==> src/rtl/lsu_pkg.sv <==
// Shared types and helpers for the load/store unit.
// Size encodings, FSM states and the alignment rule.
package lsu_pkg;

  localparam logic [1:0] SZ_BYTE = 2'b00;
  localparam logic [1:0] SZ_HALF = 2'b01;
  localparam logic [1:0] SZ_WORD = 2'b10;

  typedef enum logic [2:0] {
    S_IDLE,
    S_RD,
    S_WAIT,
    S_WR,
    S_ERR,
    S_DONE
  } state_t;

  function automatic logic misaligned(
    input logic [1:0] size,
    input logic [1:0] addr_lo
  );
    logic bad;
    bad = 1'b1;
    case (size)
      SZ_BYTE: bad = 1'b0;
      SZ_HALF: bad = addr_lo[0];
      SZ_WORD: bad = |addr_lo;
      default: bad = 1'b1;
    endcase
    return bad;
  endfunction

endpackage

==> src/rtl/lsu_lane_align.sv <==
// Byte-lane datapath: load extract/extend and store merge.
// Purely combinational, little-endian lanes.
module lsu_lane_align
  import lsu_pkg::*;
(
  input  logic [31:0] i_word,
  input  logic [1:0]  i_addr_lo,
  input  logic [1:0]  i_size,
  input  logic        i_unsigned,
  input  logic [15:0] i_wdata,
  output logic [31:0] o_load_data,
  output logic [31:0] o_merged_word
);

  logic [7:0]  w_byte;
  logic [15:0] w_half;

  always_comb begin
    w_byte = 8'h00;
    unique case (i_addr_lo)
      2'd0: w_byte = i_word[7:0];
      2'd1: w_byte = i_word[15:8];
      2'd2: w_byte = i_word[23:16];
      2'd3: w_byte = i_word[31:24];
    endcase
    w_half = i_addr_lo[1] ? i_word[31:16]
                          : i_word[15:0];
  end

  always_comb begin
    o_load_data   = i_word;
    o_merged_word = i_word;
    case (i_size)
      SZ_BYTE: begin
        o_load_data = {{24{!i_unsigned && w_byte[7]}},
                       w_byte};
        o_merged_word[{i_addr_lo, 3'b000} +: 8] =
          i_wdata[7:0];
      end
      SZ_HALF: begin
        o_load_data = {{16{!i_unsigned && w_half[15]}},
                       w_half};
        o_merged_word[{i_addr_lo[1], 4'b0000} +: 16] =
          i_wdata;
      end
      default: ;
    endcase
  end

endmodule

==> src/rtl/load_store_unit.sv <==
// Data-memory initiator: byte/half/word loads and stores,
// read-modify-write for sub-word stores, misalign trapping.
module load_store_unit
  import lsu_pkg::*;
#(
  parameter int READ_LATENCY = 1,
  parameter int ADDR_W       = 32,
  parameter int DATA_W       = 32
) (
  input  logic              clk,
  input  logic              reset,
  input  logic              req_valid,
  output logic              req_ready,
  input  logic              req_store,
  input  logic [1:0]        req_size,
  input  logic              req_unsigned,
  input  logic [ADDR_W-1:0] req_addr,
  input  logic [DATA_W-1:0] req_wdata,
  output logic              resp_valid,
  output logic              resp_err,
  output logic [DATA_W-1:0] resp_rdata,
  output logic [ADDR_W-1:0] mem_address,
  output logic [DATA_W-1:0] mem_write_data,
  output logic              mem_store,
  output logic              mem_load,
  input  logic [DATA_W-1:0] mem_read_data
);

  localparam int CW =
    (READ_LATENCY > 1) ? $clog2(READ_LATENCY) : 1;
  localparam logic [CW-1:0] LAST = CW'(READ_LATENCY - 1);

  state_t        r_state;
  logic          r_store;
  logic [1:0]    r_size;
  logic          r_unsigned;
  logic [1:0]    r_addr_lo;
  logic [15:0]   r_wdata;
  logic [CW-1:0] r_cnt;

  logic [31:0] w_load_data;
  logic [31:0] w_merged;

  assign req_ready = reset && (r_state == S_IDLE);

  lsu_lane_align u_align (
    .i_word        (mem_read_data),
    .i_addr_lo     (r_addr_lo),
    .i_size        (r_size),
    .i_unsigned    (r_unsigned),
    .i_wdata       (r_wdata),
    .o_load_data   (w_load_data),
    .o_merged_word (w_merged)
  );

  always_ff @(posedge clk) begin
    if (!reset) begin
      r_state        <= S_IDLE;
      r_store        <= 1'b0;
      r_size         <= 2'b00;
      r_unsigned     <= 1'b0;
      r_addr_lo      <= 2'b00;
      r_wdata        <= '0;
      r_cnt          <= '0;
      mem_load       <= 1'b0;
      mem_store      <= 1'b0;
      resp_valid     <= 1'b0;
      resp_err       <= 1'b0;
      resp_rdata     <= '0;
      mem_address    <= '0;
      mem_write_data <= '0;
    end else begin
      mem_load   <= 1'b0;
      mem_store  <= 1'b0;
      resp_valid <= 1'b0;
      resp_err   <= 1'b0;
      resp_rdata <= '0;
      unique case (r_state)
        S_IDLE: if (req_valid) begin
          r_store    <= req_store;
          r_size     <= req_size;
          r_unsigned <= req_unsigned;
          r_addr_lo  <= req_addr[1:0];
          r_wdata    <= req_wdata[15:0];
          r_cnt      <= '0;
          if (misaligned(req_size, req_addr[1:0])) begin
            r_state <= S_ERR;
          end else begin
            mem_address <= {req_addr[ADDR_W-1:2], 2'b00};
            if (req_store && req_size == SZ_WORD) begin
              mem_write_data <= req_wdata;
              mem_store      <= 1'b1;
              r_state        <= S_WR;
            end else begin
              mem_load <= 1'b1;
              r_state  <= S_RD;
            end
          end
        end
        S_RD: r_state <= S_WAIT;
        S_WAIT: begin
          // Read word is only trusted on the final WAIT edge
          if (r_cnt == LAST) begin
            if (r_store) begin
              mem_write_data <= w_merged;
              mem_store      <= 1'b1;
              r_state        <= S_WR;
            end else begin
              resp_rdata <= w_load_data;
              resp_valid <= 1'b1;
              r_state    <= S_DONE;
            end
          end else begin
            r_cnt <= r_cnt + 1'b1;
          end
        end
        S_WR: begin
          resp_valid <= 1'b1;
          r_state    <= S_DONE;
        end
        S_ERR: begin
          resp_valid <= 1'b1;
          resp_err   <= 1'b1;
          r_state    <= S_DONE;
        end
        S_DONE: r_state <= S_IDLE;
        default: r_state <= S_IDLE;
      endcase
    end
  end

endmodule

==> config.mk <==
export PLATFORM = sky130hd
export DESIGN_NAME = load_store_unit
export DESIGN_NICKNAME = d
export VERILOG_FILES = /design/src/rtl/lsu_pkg.sv /design/src/rtl/lsu_lane_align.sv /design/src/rtl/load_store_unit.sv
export SDC_FILE = /design/constraint.sdc
export NUM_CORES = 1
export LEC_CHECK = 0
export ABC_AREA = 1
export BUFFER_PORTS_ARGS = -buffer_cell sky130_fd_sc_hd__buf_4
export CORE_ASPECT_RATIO = 0.7
export CORE_MARGIN = 10
export CORE_UTILIZATION = 56
export DETAILED_ROUTE_END_ITERATION = 12
export PLACE_DENSITY_LB_ADDON = 0.15
export SLEW_MARGIN = 20
export SYNTH_ARGS = -nofsm -noshare
export SYNTH_HDL_FRONTEND = slang
export SYNTH_SLANG_ARGS = --single-unit
==> constraint.sdc <==
create_clock -name clk -period 4.9 [get_ports clk]
set_clock_uncertainty 0.2 [all_clocks]
set_input_delay 0.735 -clock clk [delete_from_list [all_inputs] [get_ports clk]]
set_output_delay 0.735 -clock clk [all_outputs]
set_load 0.01 [all_outputs]
==> impl_metrics.json <==
{
  "gp_congestion": 1.05,
  "dieWidth_um": 153,
  "p_leak_uw": 0.00437,
  "drc": 0,
  "tightest_slew_ps": 996,
  "wire_per_inst_um": 18.1,
  "yosysSeqAreaShare_pct": 35.8,
  "worstReg2RegStart": "r_addr_lo[1]",
  "fp.dieH_um": 113,
  "p_switching_uw": 1480,
  "cp_max_fo": 24,
  "cts_max_level": 4,
  "drive_above_1_share_pct": 21.2,
  "synth_seq_cells": 123,
  "clk_latency_ps": 420,
  "avgSynthCellArea_um2": 6.20,
  "arrival_ps": 3350,
  "place_area_mm2": 0.00828,
  "overflow": 0,
  "placed_cells": 1407,
  "post_cts_buffers": 0,
  "placement_rows": 33,
  "antenna_found_initial": 1,
  "syn2layout_area_growth_pct": 29.3,
  "cts_resized": 0,
  "final_cells": 1439,
  "fin_crit_sh_pct": 65.0,
  "dieArea_mm2": 0.0172,
  "clock_power_share_pct": 34.4,
  "hold_violations": 0,
  "track_usage_pct": 28.4,
  "yosysWarnings": 0,
  "cp-start-kind": "flip-flop",
  "ant_nets": 0,
  "grt_pass1_vias": 7479,
  "clock_sinks": 123,
  "n_antenna_cell": 0,
  "start_util_pct": 58.1,
  "status": "completed",
  "cap_violations": 0,
  "clk_pin_slew_ps": 60,
  "io_buffer_count": 201,
  "cp.required_ps": 5070,
  "tns_ps": 0,
  "drt-initial-drc-count": 1191,
  "grt_pass1_wl_mm": 40.4,
  "syn-cell-area_mm2": 0.00689,
  "crit_type": "flip-flop to flip-flop",
  "hold_path.class": "flip-flop to flip-flop",
  "period_needed_ps": 3180,
  "finalPower_uw": 3910,
  "fin_area_mm2": 0.00890,
  "root_buffer": "clkbuf_16",
  "synthCells": 1110,
  "dp_hpwl_mm": 19.4,
  "slew_headroom_pct": 33.5,
  "crit_path_end_kind": "flip-flop",
  "fillCellCount": 1024,
  "hp-start": "mem_address[11]",
  "critPathLaunch": "r_addr_lo[1]",
  "setup_viol": 0,
  "grt_max_degree": 66,
  "finalNetCount": 1377,
  "core_mm2": 0.0119,
  "whs_ps": 243,
  "cts_made_buffers": 17,
  "clockBufferDepth": 2,
  "ir_drop_v": 0.000277,
  "powerDensity_mw_per_mm2": 439,
  "postCtsHoldBufs": 0,
  "routed_wl_mm": 26.1,
  "cts_tree": "built",
  "seq_power_share_pct": 31.8,
  "drv_slew": 0,
  "drtPass1Iterations": 7,
  "fmax_ghz": 0.314,
  "vias": 8112,
  "ys_types": 31,
  "p_int_uw": 2430,
  "ios": 204,
  "combPwrFrac_pct": 33.8,
  "rsz0062_at_grt": "no",
  "viasPerCell": 5.64,
  "power.share.switching_pct": 37.8
}
[per-layer routing]
metal | vias to the layer above | routed length (um) | track usage (%)
li1 | 3838 | - | -
met1 | 3628 | 10800 | 38.8
met2 | 571 | 11200 | 42.7
met3 | 75 | 3420 | 8.17
met4 | 0 | 664 | 8.68
met5 | - | 0 | 0
[cell type report]
type | count | area, um^2 | share of cell area [%]
timing repair buffer | 210 | 1580 | 17.7
multi-input combinational | 791 | 3570 | 40.1
inverter | 126 | 473 | 5.31
clock buffer | 18 | 439 | 4.93
clock inverter | 14 | 184 | 2.07
tap | 157 | 196 | 2.21
sequential | 123 | 2460 | 27.7
[synth_stat cells (all sizes together)]
library cell / number / share of area, %
nand2: 337 / 18
a21oi: 139 / 10
inv: 124 / 6.8
dfxtp: 123 / 36
nor2: 119 / 7.1
o21ai: 113 / 8.2
nand3: 47 / 3.6
buf: 43 / 4.0
clkbuf: 28 / 1.5
o211ai: 14 / 1.5
ha: 5 / 0.91
a21boi: 4 / 0.44
a31oi: 4 / 0.36
a31o: 2 / 0.25
clkinv: 2 / 0.11
a22oi: 1 / 0.11
conb: 1 / 0.054
nor3: 1 / 0.073
nor4: 1 / 0.091
o21bai: 1 / 0.11
o221ai: 1 / 0.13
[stage by stage]
step,setup slack (ps),utilization [%]
2_1_floorplan,2620,-
3_3_place_gp,1990,69.9
3_5_place_dp,1870,69.9
4_1_cts,1850,75.1
5_1_grt,1510,75.1
6_report,1720,75.1
[kinds of logic (layout without fill, tap and decap cells)]
group	count (synthesis)	after routing	synth area share, %
buf+inv	197	368	12.4
fa+ha+maj	5	5	0.909
compound gates	279	279	21.6
flops	123	123	35.8
other cells	1	2	0.0545
simple gates	505	505	29.3
[path summary, 6_finish.rpt]
kind         slack [ps]               to  cells past startpoint
min                 240  mem_address[11]                      2
max                1720   resp_rdata[20]                      9
max reg2reg        1720   resp_rdata[20]                      9
min reg2reg         240  mem_address[11]                      2
[worst max-delay path: stages, from the launching register on]
cell	delay (ps)
dfxtp_1	650
inv_2	80
ha_1	360
inv_1	460
nor2_1	80
nor2_1	170
nand3_1	690
nand3_1	280
nand2_1	90
inv_1	70
[state kept, by name, summed over array words and instances, names as in the netlist]
| signal | flops |
|---|---|
| mem_address | 30 |
| mem_load | 1 |
| mem_store | 1 |
| mem_write_data | 32 |
| r_addr_lo | 2 |
| r_size | 2 |
| r_state | 3 |
| r_store | 1 |
| r_unsigned | 1 |
| r_wdata | 16 |
| resp_err | 1 |
| resp_rdata | 32 |
| resp_valid | 1 |
[placed cells by master (no fill, tap or decap)]
| cell type | netlist | routed |
|---|---|---|
| nand2_1 | 334 | 334 |
| buf_4 | 7 | 210 |
| a21oi_1 | 133 | 133 |
| dfxtp_1 | 123 | 123 |
| inv_1 | 115 | 115 |
| nor2_1 | 111 | 111 |
| o21ai_0 | 103 | 103 |
| nand3_1 | 45 | 45 |
| clkbuf_16 | 0 | 17 |
| o211ai_1 | 14 | 14 |
| o21ai_1 | 10 | 10 |
| inv_2 | 9 | 9 |
| a21oi_2 | 6 | 6 |
| ha_1 | 5 | 5 |
| inv_6 | 0 | 5 |
| nor2_2 | 4 | 4 |
| nor2_4 | 4 | 4 |
| a31oi_1 | 4 | 4 |
| a21boi_0 | 4 | 4 |
| clkinvlp_4 | 0 | 4 |
| nand2_2 | 3 | 3 |
| bufinv_16 | 0 | 3 |
| clkinv_1 | 2 | 2 |
| nand3_2 | 2 | 2 |
| a31o_2 | 2 | 2 |
| conb_1 | 1 | 2 |
| o21bai_1 | 1 | 1 |
| a22oi_1 | 1 | 1 |
| o221ai_1 | 1 | 1 |
| nor3_1 | 1 | 1 |
| nor4_1 | 1 | 1 |
| clkinv_4 | 0 | 1 |
| inv_8 | 0 | 1 |
| clkbuf_8 | 0 | 1 |
[power groups by stage]
stage	sequential, uW	combinational [uW]	clock, uW
floorplan	1280	822	0
global route	1260	1450	1390
detailed placement	1260	1280	0
CTS	1240	1290	1340
global placement	1250	1270	0
finish	1240	1320	1350
No activity file was read; power rests on OpenSTA's default activity.
